[src/rtl/irq_pkg.sv]
// irq_pkg: shared types and helper functions for the vectored interrupt controller.
//
// Contents:
//   irq_state_t  - request FSM states (IDLE, REQ)
//   MAX_IRQ      - largest supported number of sources
//   ffs_low      - index of the lowest set bit (0 when no bit is set)
//   higher_mask  - sources allowed to preempt the current in-service set
//
// Both functions work on 32-bit vectors, the widest source count supported.
// Callers zero-extend their NUM_IRQ-wide vectors on the way in.
package irq_pkg;

    localparam int MAX_IRQ = 32;

    typedef enum logic {
        IDLE = 1'b0,
        REQ  = 1'b1
    } irq_state_t;

    // The scan runs from the top down, so the last hit is the lowest index.
    // The caller checks for an all-zero input separately.
    function automatic int ffs_low(input logic [MAX_IRQ-1:0] v);
        int r;
        r = 0;
        for (int i = MAX_IRQ - 1; i >= 0; i--) begin
            if (v[i]) begin
                r = i;
            end
        end
        return r;
    endfunction

    // Isolate the lowest set isr bit (the highest-priority level in service),
    // then subtract one to get every strictly-lower index. With isr == 0 the
    // subtraction wraps to all ones, so every source qualifies.
    function automatic logic [MAX_IRQ-1:0] higher_mask(input logic [MAX_IRQ-1:0] isr);
        logic [MAX_IRQ-1:0] lowest;
        lowest = isr & (~isr + 32'd1);
        return lowest - 32'd1;
    endfunction

endpackage

[src/rtl/irq_controller_if.sv]
// irq_controller_if: core-side handshake between the interrupt controller and
// the core's control unit / PC logic.
//
// Signals:
//   int_en        core -> ctrl  global interrupt enable (level)
//   int_ack       core -> ctrl  core accepts the current request
//   iret          core -> ctrl  return-from-interrupt, 1-cycle pulse
//   int_req       ctrl -> core  interrupt request
//   int_id        ctrl -> core  id of the requested source
//   vec_addr      ctrl -> core  vector address of the requested source
//   spurious_iret ctrl -> core  pulse when iret arrives with nothing in service
//
// Modports: master = core side, slave = controller side.
interface irq_controller_if #(
    parameter int NUM_IRQ = 8,
    parameter int DATA_W  = 32
) ();

    localparam int ID_W = (NUM_IRQ > 1) ? $clog2(NUM_IRQ) : 1;

    logic              int_en;
    logic              int_ack;
    logic              iret;
    logic              int_req;
    logic [ID_W-1:0]   int_id;
    logic [DATA_W-1:0] vec_addr;
    logic              spurious_iret;

    modport master (
        output int_en,
        output int_ack,
        output iret,
        input  int_req,
        input  int_id,
        input  vec_addr,
        input  spurious_iret
    );

    modport slave (
        input  int_en,
        input  int_ack,
        input  iret,
        output int_req,
        output int_id,
        output vec_addr,
        output spurious_iret
    );

endinterface

[src/rtl/irq_prio_enc.sv]
// irq_prio_enc: find-first-set priority encoder; index 0 has highest priority.
//
// Ports:
//   req    in  N     request vector
//   valid  out 1     at least one request bit set
//   id     out ID_W  index of the lowest set bit (0 when valid is low)
module irq_prio_enc
    import irq_pkg::*;
#(
    parameter int N = 8
) (
    input  logic [N-1:0]                          req,
    output logic                                  valid,
    output logic [((N > 1) ? $clog2(N) : 1)-1:0]  id
);

    localparam int ID_W = (N > 1) ? $clog2(N) : 1;

    assign valid = |req;
    assign id    = ID_W'(ffs_low(MAX_IRQ'(req)));

endmodule

[src/rtl/irq_controller.sv]
// irq_controller: vectored, prioritised, maskable, edge-triggered interrupt
// controller with in-service tracking and preemption.
//
// Ports:
//   clk        in   rising-edge clock for all state
//   rst        in   asynchronous active-low reset
//   irq_in     in   NUM_IRQ source lines, rising-edge triggered
//   mask_wr    in   load the enable register from mask_data
//   mask_data  in   new enable bits (1 = enabled)
//   pend_clr   in   software clear of pending bits
//   core       if   core handshake (int_en/int_ack/iret in, int_req/int_id/
//                   vec_addr/spurious_iret out)
//   pending_o  out  pending register
//   isr_o      out  in-service register
module irq_controller
    import irq_pkg::*;
#(
    parameter int                NUM_IRQ    = 8,
    parameter int                DATA_W     = 32,
    parameter logic [DATA_W-1:0] VEC_BASE   = 'h100,
    parameter int                VEC_STRIDE = 4
) (
    input  logic               clk,
    input  logic               rst,
    input  logic [NUM_IRQ-1:0] irq_in,
    input  logic               mask_wr,
    input  logic [NUM_IRQ-1:0] mask_data,
    input  logic [NUM_IRQ-1:0] pend_clr,
    irq_controller_if.slave    core,
    output logic [NUM_IRQ-1:0] pending_o,
    output logic [NUM_IRQ-1:0] isr_o
);

    localparam int ID_W = (NUM_IRQ > 1) ? $clog2(NUM_IRQ) : 1;

    logic [NUM_IRQ-1:0] irq_q;
    logic [NUM_IRQ-1:0] pending;
    logic [NUM_IRQ-1:0] mask;
    logic [NUM_IRQ-1:0] isr;

    logic [NUM_IRQ-1:0] edges;
    logic [NUM_IRQ-1:0] higher;
    logic [NUM_IRQ-1:0] eligible;
    logic [NUM_IRQ-1:0] ack_clr;
    logic [NUM_IRQ-1:0] iret_clr;
    logic               ack_fire;

    irq_state_t         state;
    logic               int_req_r;
    logic [ID_W-1:0]    int_id_r;
    logic               spurious_r;

    logic               win_valid;
    logic [ID_W-1:0]    win_id;
    logic               isr_valid;
    logic [ID_W-1:0]    isr_top;

    irq_prio_enc #(.N(NUM_IRQ)) u_win (
        .req   (eligible),
        .valid (win_valid),
        .id    (win_id)
    );

    // The same encoder on the in-service set finds the level iret releases.
    irq_prio_enc #(.N(NUM_IRQ)) u_isr (
        .req   (isr),
        .valid (isr_valid),
        .id    (isr_top)
    );

    // Acceptance only counts in REQ; an ack while IDLE is ignored.
    always_comb begin
        edges    = irq_in & ~irq_q;
        higher   = NUM_IRQ'(higher_mask(MAX_IRQ'(isr)));
        eligible = pending & mask & higher & {NUM_IRQ{core.int_en}};
        ack_fire = (state == REQ) && core.int_ack;
        ack_clr  = '0;
        iret_clr = '0;
        if (ack_fire) begin
            ack_clr[int_id_r] = 1'b1;
        end
        if (core.iret && isr_valid) begin
            iret_clr[isr_top] = 1'b1;
        end
    end

    // A new edge is OR-ed in last so it survives a same-cycle clear or ack.
    // For isr the iret clear is applied before the ack set, so an iret and
    // ack in one cycle leave the acked level in service.
    always_ff @(posedge clk or negedge rst) begin
        if (!rst) begin
            irq_q      <= '0;
            pending    <= '0;
            mask       <= '0;
            isr        <= '0;
            spurious_r <= 1'b0;
        end else begin
            irq_q      <= irq_in;
            pending    <= (pending & ~(pend_clr | ack_clr)) | edges;
            isr        <= (isr & ~iret_clr) | ack_clr;
            spurious_r <= core.iret && !isr_valid;
            if (mask_wr) begin
                mask <= mask_data;
            end
        end
    end

    // Once in REQ the id is frozen; a higher-priority arrival waits for the
    // next IDLE evaluation. A request is withdrawn when its pending bit is
    // cleared, its mask bit drops or the global enable drops before the ack.
    always_ff @(posedge clk or negedge rst) begin
        if (!rst) begin
            state     <= IDLE;
            int_req_r <= 1'b0;
            int_id_r  <= '0;
        end else begin
            case (state)
                IDLE: begin
                    if (win_valid) begin
                        int_id_r  <= win_id;
                        int_req_r <= 1'b1;
                        state     <= REQ;
                    end
                end
                REQ: begin
                    if (core.int_ack) begin
                        int_req_r <= 1'b0;
                        state     <= IDLE;
                    end else if (pend_clr[int_id_r] || !mask[int_id_r] || !core.int_en) begin
                        int_req_r <= 1'b0;
                        state     <= IDLE;
                    end
                end
                default: begin
                    int_req_r <= 1'b0;
                    state     <= IDLE;
                end
            endcase
        end
    end

    assign core.int_req       = int_req_r;
    assign core.int_id        = int_id_r;
    assign core.spurious_iret = spurious_r;
    assign core.vec_addr      = VEC_BASE + DATA_W'(int_id_r) * DATA_W'(VEC_STRIDE);

    assign pending_o = pending;
    assign isr_o     = isr;

endmodule
[src/flat_wrapper.sv]
// flat-port wrapper written by rule: the top's interface ports become plain ports
module irq_controller_flat import irq_pkg::*;
#(
    parameter int                NUM_IRQ    = 8,
    parameter int                DATA_W     = 32,
    parameter logic [DATA_W-1:0] VEC_BASE   = 'h100,
    parameter int                VEC_STRIDE = 4
)
  (clk, rst, irq_in, mask_wr, mask_data, pend_clr, pending_o, isr_o, core_int_en, core_int_ack, core_iret, core_int_req, core_int_id, core_vec_addr, core_spurious_iret);
  irq_controller_if #(.NUM_IRQ(NUM_IRQ), .DATA_W(DATA_W)) core_i ();
  input  logic clk;
  input  logic rst;
  input  logic [NUM_IRQ-1:0] irq_in;
  input  logic mask_wr;
  input  logic [NUM_IRQ-1:0] mask_data;
  input  logic [NUM_IRQ-1:0] pend_clr;
  output logic [NUM_IRQ-1:0] pending_o;
  output logic [NUM_IRQ-1:0] isr_o;
  input wire logic [$bits(core_i.int_en)-1:0] core_int_en;
  input wire logic [$bits(core_i.int_ack)-1:0] core_int_ack;
  input wire logic [$bits(core_i.iret)-1:0] core_iret;
  output wire logic [$bits(core_i.int_req)-1:0] core_int_req;
  output wire logic [$bits(core_i.int_id)-1:0] core_int_id;
  output wire logic [$bits(core_i.vec_addr)-1:0] core_vec_addr;
  output wire logic [$bits(core_i.spurious_iret)-1:0] core_spurious_iret;
  assign core_i.int_en = core_int_en;
  assign core_i.int_ack = core_int_ack;
  assign core_i.iret = core_iret;
  assign core_int_req = core_i.int_req;
  assign core_int_id = core_i.int_id;
  assign core_vec_addr = core_i.vec_addr;
  assign core_spurious_iret = core_i.spurious_iret;
  irq_controller #(.NUM_IRQ(NUM_IRQ), .DATA_W(DATA_W), .VEC_BASE(VEC_BASE), .VEC_STRIDE(VEC_STRIDE)) u_core (.clk(clk), .rst(rst), .irq_in(irq_in), .mask_wr(mask_wr), .mask_data(mask_data), .pend_clr(pend_clr), .core(core_i), .pending_o(pending_o), .isr_o(isr_o));
endmodule
[config.mk]
export PLATFORM = sky130hd
export DESIGN_NAME = irq_controller_flat
export DESIGN_NICKNAME = d
export VERILOG_FILES = /design/src/rtl/irq_pkg.sv /design/src/rtl/irq_controller_if.sv /design/src/rtl/irq_prio_enc.sv /design/src/rtl/irq_controller.sv /design/src/flat_wrapper.sv
export SDC_FILE = /design/constraint.sdc
export NUM_CORES = 1
export LEC_CHECK = 0
export CORE_ASPECT_RATIO = 1.1
export CORE_MARGIN = 4
export CORE_UTILIZATION = 40
export CTS_CLUSTER_DIAMETER = 80
export DETAILED_ROUTE_END_ITERATION = 8
export GPL_TIMING_DRIVEN = 0
export HOLD_SLACK_MARGIN = 0.03
export PLACE_DENSITY = 0.75
export SYNTH_ARGS = -nofsm -noshare
export SYNTH_HDL_FRONTEND = slang
export SYNTH_SLANG_ARGS = --single-unit
[constraint.sdc]
create_clock -name clk -period 3 [get_ports clk]
set_clock_uncertainty 0.2 [all_clocks]
set_input_delay 0.9 -clock clk [delete_from_list [all_inputs] [get_ports clk]]
set_output_delay 0.9 -clock clk [all_outputs]
set_load 0.05 [all_outputs]
# After elaboration in Yosys (flattened, before gate mapping)
# Cells that the tools add are included.
# word_totals
reg_bits,38
inputBits,30
# op_classes
addsub,3
n_lt_le_gt_ge,4
n_eq_ne,2
n_mux,34
n_bitwise,15
n_reduce_logical,14
# ops
operator,count
$and 8x8->8,7
$mux 3,16
$not 8->8,4
$or 8x8->8,3
$mux 8,2
$reduce_or 8->1,2
$add 9x5->10 const A,1
$mux 1,10
$add 8x1->8 const B,1
$lt 3x4->1 const B,2
$sub 8x1->8 const B,1
$bmux 1 s3,2
$demux 1 s3,2
$ge 3x1->1 const B,2
$logic_and 1x1->1,5
$pmux 1 s2,2
$reduce_and 2->1,2
$logic_not 1->1,3
$ne 3x3->1 const B,1
$logic_or 1x1->1,2
$ne 2x2->1 const B,1
$not 1->1,1

# Longest topological paths before layout
# depth
depth_word,16
depth_mapped,7
ltp_nobuf,6

# By module
# A second synthesis with hierarchy kept.
# unflattened
cells_unflattened,201
area_unflattened_um2,2104.5
# by_module_without_submodules
module,instances,cells_per_inst,area_per_inst_um2,seq_area_each_um2
irq_controller,1,175,1941.9,950.9
irq_prio_enc,2,13,81.3,0.0

# Worst setup path after synthesis
# No wires, ideal clock.
# synth_timing
kind,in2reg
startpoint,input port core_int_en
endpoint,"register u_core.int_id_r[0], in the netlist u_core.core.int_id[0]"
arrival_ns,1.861
t_required_ns,2.675
setup_slack_ns,0.814
stages,5
n_path_buf,0
cell_sequence,and4_1 -> a31oi_4 -> nor2b_2 -> a31oi_4 -> mux2_4
# synth_between
elab_chain_cells,9
elab_cells_between_ends,11
classes_between,mux (8); bitwise (1); reduce/logical (2)
# synth_rtl
item,line,text
from (decl),flat_wrapper.sv:19,input wire logic [$bits(core_i.int_en)-1:0] core_int_en;
$and 8x8->8 *,irq_controller.sv:75,eligible = pending & mask & higher & {NUM_IRQ{core.int_en}};
$mux 3 (8 in a row),irq_pkg.sv:26,if (v[i]) begin
to (signal assigned),irq_controller.sv:120,int_id_r <= win_id;
to (decl),irq_controller.sv:50,logic [ID_W-1:0] int_id_r;
# Every way passes the cells marked *; elsewhere a longest branch is shown, timed or not.
# A chain may end at the register's enable or synchronous reset.

# Worst setup path after layout
# layout_timing
startpoint,"register u_core.int_id_r[0], in the netlist u_core.core.int_id[0]"
endpoint,output port core_vec_addr[2]
# layout_between
elab_chain_cells,1
# layout_rtl
item,line,text
$add 9x5->10,irq_controller.sv:145,assign core.vec_addr = VEC_BASE + DATA_W'(int_id_r) * DATA_W'(VEC_STRIDE);
to (decl),flat_wrapper.sv:24,output wire logic [$bits(core_i.vec_addr)-1:0] core_vec_addr;
# Every way passes these cells.

==> impl_metrics.toml <==
[logic_synthesis]
synth_top_area_cell = "dfrtp_1"
synth_area_leaders = "dfrtp_1 47%, buf_4 12%, mux2_2 5.0%"
netlist.area_leader.share = 0.465
synth_edf_count = 0
synth_ff_type = "dfrtp_1"
syn_area_um2 = 2040
synth_area_per_cell_um2 = 9.97
synth_async_sr_flop_share = 1.00
seq_area_frac_synth = 0.465
synth_cells = 205
yosys_warnings = 0
synthDistinctLibCells = 43
ys_ff_latch = 38

[critical_path]
r2r_start = "u_core.isr_o[2]$_DFF_PN0_"
arrival_ns = 1.73
crit_type = "reg2out"
r2r_cells = 6
rrSetupSlack_ns = 0.80
startpoint = "u_core.core.int_id[0]$_DFFE_PN0P_"
crit_path_end = "core_vec_addr[2]"
worst-path-max-fanout = 10
cp-start-kind = "flop"
r2r_end = "u_core.core.int_id[0]$_DFFE_PN0P_"
crit_path_end_kind = "output pin"
cp.required_ns = 1.90

[power]
p_per_area_nw_per_um2 = 841
seqPwrFrac = 0.308
combPwrFrac = 0.543
p_clk_frac = 0.149
p_int_uw = 1270
p_sw_uw = 1100
irDropWorstVdd_v = 0.000357
sw_frac_of_total = 0.464
power_leakage_uw = 0.00134
power_uw = 2380

[finish]
fillerInstances = 456
drive_gt1_frac = 0.209
syn2layout_area_growth_pct = 38.2
n_antenna_cell = 0
fin_util = 0.569
multi_input_area_um2 = 863
nNetsFinal = 321
layout_commonest_cell = "clkdlybuf4s50_1"
mostFrequentLayoutCells = "51 x clkdlybuf4s50_1, 38 x dfrtp_1, 32 x buf_4"
register_area_um2 = 951

[sta]
finalSetupViolCount = 0
rsz0062_at_grt = "false"
period_minus_slack_ns = 2.83
slew_headroom = 0.443
fin_crit_sh = 0.944
hold_viol = 0
finalMaxSlewViolations = 0
max_freq_mhz = 353
worst_pin_slew_ns = 0.836

[global_route]
overflow = 0
antenna_found_initial = 0
grt_use_total = 0.153
grt_start_max_net_pins = 39
grt_pass1_vias = 1637
grt_pass1_wl_um = 7960

[drt]
dr.pass1.iters = 4
detail_route.wl_per_cell_um = 13.9
wirelength_um = 4870
drc = 0
drt_iter0_drc = 70
ant_nets = 0
vias_per_cell = 4.72
via_count = 1653

[floorplanning]
core_area_um2 = 4970
die_area_um2 = 6320
start_util = 0.412
die_h_um = 83.0
io_pins = 83
rows = 27
die_w_um = 76.2

[run_status]
status = "finished clean"

[clock_tree]
cts_hold_buf = 0
postCtsResizedCells = 0
clock_path_buffers = 2
numCtsBuffers = 5
cts_setup_buffers = 0
cts_tree = "built"
clk_latency_ns = 0.28
numClockSinks = 38
h-tree-depth = 2
clkSlewWorstSetupHoldPaths_ns = 0.07
cts-root-buf = "clkbuf_8"

[run]
maxCapViolCount = 0

[placement]
dp_hpwl_um = 3890
gp_congestion = 0.853
port_buffers = 52

[hold_path]
hold_class = "reg2reg"
[flip-flops by register name, summed over array words and instances (netlist names)]
name	cells
u_core.pending_o	8
u_core.core.int_req	1
u_core.core.spurious_iret	1
u_core.irq_q	8
u_core.mask	8
u_core.state	1
u_core.core.int_id	3
u_core.isr_o	8
[per-stage QoR]
step / hold slack (ns) / setup slack (ns) / cells / cell area [um2] / setup TNS [ns]
CTS: 0.222 / 0.157 / 350 / 2830 / 0
global placement: 0.203 / -0.0271 / 342 / 2740 / -0.958
detailed placement: 0.212 / 0.0359 / 342 / 2730 / 0
global route: 0.245 / 0.126 / 350 / 2830 / 0
floorplan: 0.200 / 0.814 / 232 / 2150 / 0
finish: 0.217 / 0.167 / 350 / 2830 / 0
[power groups by stage]
stage,Sequential [uW],Combinational (uW),Clock (uW)
CTS,731,1290,368
floorplan,993,650,0
finish,731,1290,355
global placement,737,1280,0
detailed placement,740,1290,0
global route,747,1370,393
[synthesized netlist by cell type, types with 2 or more instances]
library cell,instances
o21ai_0,15
nor3_1,3
nand3_1,4
conb_1,2
nand4_1,3
nor2_1,8
a32o_1,2
a211oi_1,2
buf_4,32
nand4b_1,2
a31oi_4,2
a311oi_1,2
nor2b_1,3
or2_1,2
inv_1,19
a21o_1,3
o22ai_1,2
dfrtp_1,38
a21oi_1,7
nand2b_1,2
o32ai_1,5
nand3b_1,3
clkbuf_1,3
mux2_2,9
nand2_1,14
[cell type report]
type,instances,share of cell area
inverter,20,0.0266
multi-input combinational,138,0.306
clock inverter,1,0.00177
clock buffer,7,0.0306
timing repair buffer,52,0.182
tap,58,0.0257
sequential,38,0.337
buffer,36,0.0908
[worst min-delay path by stage]
stage / startpoint / endpoint / slack (ns) / cells past startpoint
finish: u_core.irq_q[4]$_DFF_PN0_ / u_core.pending_o[4]$_DFF_PN0_ / 0.22 / 1
CTS: u_core.irq_q[4]$_DFF_PN0_ / u_core.pending_o[4]$_DFF_PN0_ / 0.22 / 1
detailed placement: u_core.irq_q[4]$_DFF_PN0_ / u_core.pending_o[4]$_DFF_PN0_ / 0.21 / 1
global placement: u_core.irq_q[6]$_DFF_PN0_ / u_core.pending_o[6]$_DFF_PN0_ / 0.20 / 1
floorplan: u_core.irq_q[3]$_DFF_PN0_ / u_core.pending_o[3]$_DFF_PN0_ / 0.20 / 1
global route: u_core.irq_q[6]$_DFF_PN0_ / u_core.pending_o[6]$_DFF_PN0_ / 0.24 / 1
[cell families after synthesis]
logic type      Yosys count  synth area share
flops                    38             0.465
buf+inv                  56             0.162
simple gates             52             0.144
compound gates           46             0.163
other cells               2           0.00367
mux                      11            0.0618
[worst max-delay path, cell delays in order (launching register included)]
cell and delay [ns]:
dfrtp_1 0.50, buf_4 0.16, clkdlybuf4s50_1 0.79
[routing by layer]
| metal | GRT usage | routed length (um) |
|---|---|---|
| met1 | 0.190 | 2080 |
| met3 | 0.0456 | 407 |
| met2 | 0.252 | 2320 |
| met5 | 0 | 0 |
| met4 | 0.0541 | 62 |
Power figures use the tool's default switching activity.
==> RTL change 1 (same settings) <==
`NUM_IRQ` is set to 8 in 3 places; all go to 4.
--- a/src/rtl/irq_controller_if.sv
+++ b/src/rtl/irq_controller_if.sv
@@ -12,7 +12,7 @@
 //
 // Modports: master = core side, slave = controller side.
 interface irq_controller_if #(
-    parameter int NUM_IRQ = 8,
+    parameter int NUM_IRQ = 4,
     parameter int DATA_W  = 32
 ) ();
 
--- a/src/rtl/irq_controller.sv
+++ b/src/rtl/irq_controller.sv
@@ -15,7 +15,7 @@
 module irq_controller
     import irq_pkg::*;
 #(
-    parameter int                NUM_IRQ    = 8,
+    parameter int                NUM_IRQ    = 4,
     parameter int                DATA_W     = 32,
     parameter logic [DATA_W-1:0] VEC_BASE   = 'h100,
     parameter int                VEC_STRIDE = 4
--- a/src/flat_wrapper.sv
+++ b/src/flat_wrapper.sv
@@ -1,7 +1,7 @@
 // flat-port wrapper written by rule: the top's interface ports become plain ports
 module irq_controller_flat import irq_pkg::*;
 #(
-    parameter int                NUM_IRQ    = 8,
+    parameter int                NUM_IRQ    = 4,
     parameter int                DATA_W     = 32,
     parameter logic [DATA_W-1:0] VEC_BASE   = 'h100,
     parameter int                VEC_STRIDE = 4
Ports: changed (6 resized); port bits go from 83 to 62. The function was not compared with the original's and may differ.
==> RTL change 1 against the original RTL <==
  * Cell count shrank 39%
  * Area after synthesis shrank 43%
  * Non-clock buffer count shrank 23
  * Sequential cell count shrank 17
  * Design area shrank 41%
  * Total power shrank 45%
  * First-iteration DRC count shrank 80%
  * Register-to-register slack gained 0.59 ns
  * Count of clock-buffer cells in the layout shrank 3
  * Worst setup slack gained 0.020 ns
  * Routed wire length shrank 52%
  * Core utilization grew 2.4 points
  * Highest routed layer unchanged
==> RTL change 1: results (changes against the original RTL) <==
Slew headroom=37.6% (was 44.3%); Core Rows=20 (was 27); Placed Area=0.00163 mm^2 (was 0.00273 mm^2); CTS root buffer=clkbuf_4 (was clkbuf_8); via count=934 (was 1653); layout cells sized above 1=24.4% (was 20.9%); Max VDD drop=0.503 mV (was 0.357 mV); Seq/Total Area, Yosys=44.7% (was 46.5%); Primary FF master, synth=dfrtp_1 (unchanged); outcome=finished, final reports clean (unchanged); Port Buffer Count=31 (was 52); Int Pwr=0.684 mW (was 1.27 mW); Slowest-stage cell, CP=clkdlybuf4s50_1 (unchanged); total track usage=12.3% (was 15.3%); clk slew on worst S/H paths=0.11 ns (was 0.07 ns); clock buffer depth=2 (unchanged); Final Wtd Congestion=0.864 (was 0.853); most common cell in the netlist=buf_4 (was dfrtp_1); synth top area cells=dfrtp_1 (45%), buf_4 (20%), inv_1 (2.9%) (was dfrtp_1 (47%), buf_4 (12%), mux2_2 (5.0%)); post-route insts no fill=213 (was 350); hold path start=u_core.irq_q[3] (was u_core.irq_q[4]); Hold WC Path Type=register to register (unchanged); xor/xnor share of the synthesized area=0% (unchanged); pin count of the biggest net entering global routing=22 (was 39); Critical Path Source=u_core.core.int_id[0] (unchanged); Adder-Cell Fraction of Synth Area=0% (unchanged); dpl hpwl=1970 um (was 3890 um); data arrival time of the worst path=1.71 ns (was 1.73 ns); CP top delay family=buffers and inverters (unchanged); first drt pass iteration count=4 (unchanged); initial antenna violation count=0 (unchanged); yosys warns=0 (unchanged); mux contribution to synthesized area=2.88% (was 6.18%); Synth Instances=117 (was 205); first-pass GRT wire length=3650 um (was 7960 um); vias in the first global route=869 (was 1637); Max FO, Critical Path=10 (unchanged); Distinct cells, synth=31 (was 43); post-DR wirelength/cell=11.1 um (was 13.9 um); ys async rst share=100% (unchanged); Final #Nets=199 (was 321); Worst-Skew Late Latency=0.30 ns (was 0.28 ns); R2R Path Start=u_core.core.int_id[1] (was u_core.isr_o[2]); Compound-Gate Fraction of Synth Area=13.7% (was 16.3%); Critical Path Max Stage Delay=0.87 ns (was 0.79 ns); Commonest cells post-synth=buf_4 (32), dfrtp_1 (21), inv_1 (9), nand2_1 (7), o21ai_0 (5) (was dfrtp_1 (38), buf_4 (32), inv_1 (19), o21ai_0 (15), nand2_1 (14)); Pleak=0.846 nW (was 1.34 nW); total CTS buffers=3 (was 5); H-tree depth=1 (was 2); FILL cells=259 (was 456); initial drt markers=14 (was 70)
[RTL change 1: cell count changes in the layout (fill, tap and decap cells not counted), sizes merged, moves of 7 or more]
| cell | delta |
|---|---|
| inv | -11 |
| o21ai | -9 |
| clkdlybuf4s50 | -21 |
| mux2 | -7 |
| dfrtp | -17 |
| nand2 | -7 |
[RTL change 1: logic make-up after synthesis]
family,after synthesis
DFF,21
buffers and inverters,43
and+or+nand+nor,26
AOI/OAI and AO/OA,22
other,2
muxes,3
[RTL change 1: timing repair]
item | 4_1_cts | 5_1_grt
setup buffers | 0 | 0
gates resized for setup | 0 | 1
endpoints found under the setup margin | 0 | 1
[RTL change 1: per-layer routing]
| metal | up-vias | routed length (um) | track usage (%) |
|---|---|---|---|
| li1 | 459 | - | - |
| met5 | - | 0 | 0 |
| met1 | 413 | 875 | 14.1 |
| met2 | 58 | 1160 | 21.9 |
| met4 | 0 | 24 | 4.99 |
| met3 | 4 | 293 | 1.99 |
[RTL change 1: layout make-up]
cell class,count,area [um^2],share of cell area [%]
Clock buffer,4,26.3,1.58
Tap cell,33,41.3,2.49
Buffer,34,265,16.0
Multi-Input combinational cell,81,455,27.4
Timing Repair Buffer,31,313,18.8
Inverter,9,33.8,2.03
Sequential cell,21,526,31.7
[RTL change 1: power groups by stage]
stage | registers (mW) | clock network, mW | logic (mW)
2_1_floorplan | 0.590 | 0 | 0.374
3_3_place_gp | 0.417 | 0 | 0.754
3_5_place_dp | 0.420 | 0 | 0.758
4_1_cts | 0.414 | 0.137 | 0.759
5_1_grt | 0.427 | 0.148 | 0.799
6_report | 0.412 | 0.134 | 0.758
[RTL change 1: per-stage QoR]
step	hold WS, ns	worst slack (ns)
3_5_place_dp	0.214	0.440
2_1_floorplan	0.200	0.887
3_3_place_gp	0.201	0.441
6_report	0.225	0.187
5_1_grt	0.238	0.0925
4_1_cts	0.230	0.0941
[RTL change 1: final timing paths]
kind	to	slack, ns	cells past startpoint
worst max-delay path	core_int_id[0]	0.19	1
worst min-delay path	u_core.pending_o[3]	0.22	1
worst max register to register	u_core.state	1.39	4
worst min register to register	u_core.pending_o[3]	0.22	1
max in group asynchronous	u_core.irq_q[0]	1.12	1
min in group asynchronous	u_core.mask[2]	0.91	1
==> RTL change 2 (config.mk and constraints unchanged) <==
Without the edit above. Reset style: synchronous (`rst`), changed in 2 clocked blocks. Comments in the files are not updated.
--- a/src/rtl/irq_controller.sv
+++ b/src/rtl/irq_controller.sv
@@ -87,7 +87,7 @@
     // A new edge is OR-ed in last so it survives a same-cycle clear or ack.
     // For isr the iret clear is applied before the ack set, so an iret and
     // ack in one cycle leave the acked level in service.
-    always_ff @(posedge clk or negedge rst) begin
+    always_ff @(posedge clk) begin
         if (!rst) begin
             irq_q      <= '0;
             pending    <= '0;
@@ -108,7 +108,7 @@
     // Once in REQ the id is frozen; a higher-priority arrival waits for the
     // next IDLE evaluation. A request is withdrawn when its pending bit is
     // cleared, its mask bit drops or the global enable drops before the ack.
-    always_ff @(posedge clk or negedge rst) begin
+    always_ff @(posedge clk) begin
         if (!rst) begin
             state     <= IDLE;
             int_req_r <= 1'b0;
Check against the original RTL: differs if rst is asserted again (counterexample within 4 cycles, from zero or initial values and one cycle with rst low); with rst held inactive, the same outputs for 10 cycles.
==> RTL change 2 against the original RTL <==
  * First-iteration DRC count rose by 90%
  * Non-clock buffer count up 5
  * Global-route usage grew 2.8 points
  * Area after synthesis fell by 0.18%
  * Routed wire length rose by 12%
  * Sequential cell count stayed put
  * Worst setup slack worse by 0.025 ns
  * Design area shrank 0.49%
Power is not compared: it rests on default switching activity, and its combinational part moved more than twofold at a synthesized area within 25%.
==> RTL change 2: results (changes against the original RTL) <==
outcome=finished, final reports clean (unchanged); data arrival time of the worst path=1.76 ns (was 1.73 ns); total track usage=18.1% (was 15.3%); clock network area share=2.71% (was 3.23%); CP top delay family=buffers and inverters (unchanged); multi-input combinational area share=37.9% (was 30.6%); Inverters=11 (was 20); Routed WL=5450 um (was 4870 um); Final Hold Slack=0.246 ns (was 0.217 ns); Commonest cells post-synth=dfxtp_1 (38), buf_4 (32), nand2_1 (17), nor2_1 (15), a21oi_1 (14) (was dfrtp_1 (38), buf_4 (32), inv_1 (19), o21ai_0 (15), nand2_1 (14)); post-DR wirelength/cell=14.2 um (was 13.9 um); Final Wtd Congestion=0.881 (was 0.853); worst setup path endpoint=core_vec_addr[4] (was core_vec_addr[2]); DR vias/cell=4.83 (was 4.72); synth top area cells=dfxtp_1 (37%), buf_4 (12%), mux2i_1 (4.9%) (was dfrtp_1 (47%), buf_4 (12%), mux2_2 (5.0%)); dominant kind of cell by area=multi-input gates (was sequential cells); worst slack, placed=0.109 ns (was 0.0359 ns); ys async rst share=0% (was 100%); Critical R2R Capture=u_core.pending_o[4] (was u_core.core.int_id[0]); dpl hpwl=4330 um (was 3890 um); first-pass GRT wire length=9340 um (was 7960 um); Final Power=1.19 mW; most common cell in the netlist=dfxtp_1 (was dfrtp_1); Distinct cells, synth=48 (was 43); fraction of area in registers=27.1% (was 33.7%); Seq/Total Area, Yosys=37.3% (was 46.5%); Multi-input comb cells=177 (was 138); top cell type's share of synthesized area=37.3% (was 46.5%); worst slew pin tran=0.720 ns (was 0.836 ns); layout cells sized above 1=14.1% (was 20.9%); Final #Nets=356 (was 321); R2R Path Start=u_core.core.int_id[2] (was u_core.isr_o[2]); FF-to-FF path depth=5 (was 6); final worst-path cycle share=95.3% (was 94.4%); Placed Area=0.00274 mm^2 (was 0.00273 mm^2); Synth Instances=240 (was 205); pin count of the biggest net entering global routing=11 (was 39); DP Cell Count=377 (was 342); hold path start=u_core.core.int_req (was u_core.irq_q[4]); NonClk Buf Share=28.3% (was 27.3%); FF-to-FF setup slack=0.86 ns (was 0.80 ns); vias in the first global route=1828 (was 1637)
## RTL change 2: cell types whose count changed after synthesis, sizes merged, moves of 5 or more
cell    unedited run  this run
dfxtp              0        38
nor2               8        15
o21ai             15         9
and2               1         9
a21boi             0         5
mux2i              1        10
inv               20        11
mux2              10         0
dfrtp             38         0
nor3b              0         6
clkbuf             3         8
a21oi              8        14
## RTL change 2: per-layer routing
metal,track usage (%),wire (um),vias up
li1,-,-,946
met3,4.88,347,6
met2,29.8,2660,67
met1,23.2,2380,836
met5,0,0,-
met4,5.25,57,0
## RTL change 2: how the worst min path moves through the flow
| stage | slack, ns | to | cells past startpoint |
|---|---|---|---|
| 2_1_floorplan | 0.26 | u_core.pending_o[2] | 2 |
| 6_report | 0.25 | u_core.core.int_req | 2 |
| 3_3_place_gp | 0.23 | u_core.core.int_req | 2 |
| 4_1_cts | 0.25 | u_core.core.int_req | 2 |
| 5_1_grt | 0.28 | u_core.core.int_req | 2 |
| 3_5_place_dp | 0.24 | u_core.core.int_req | 2 |
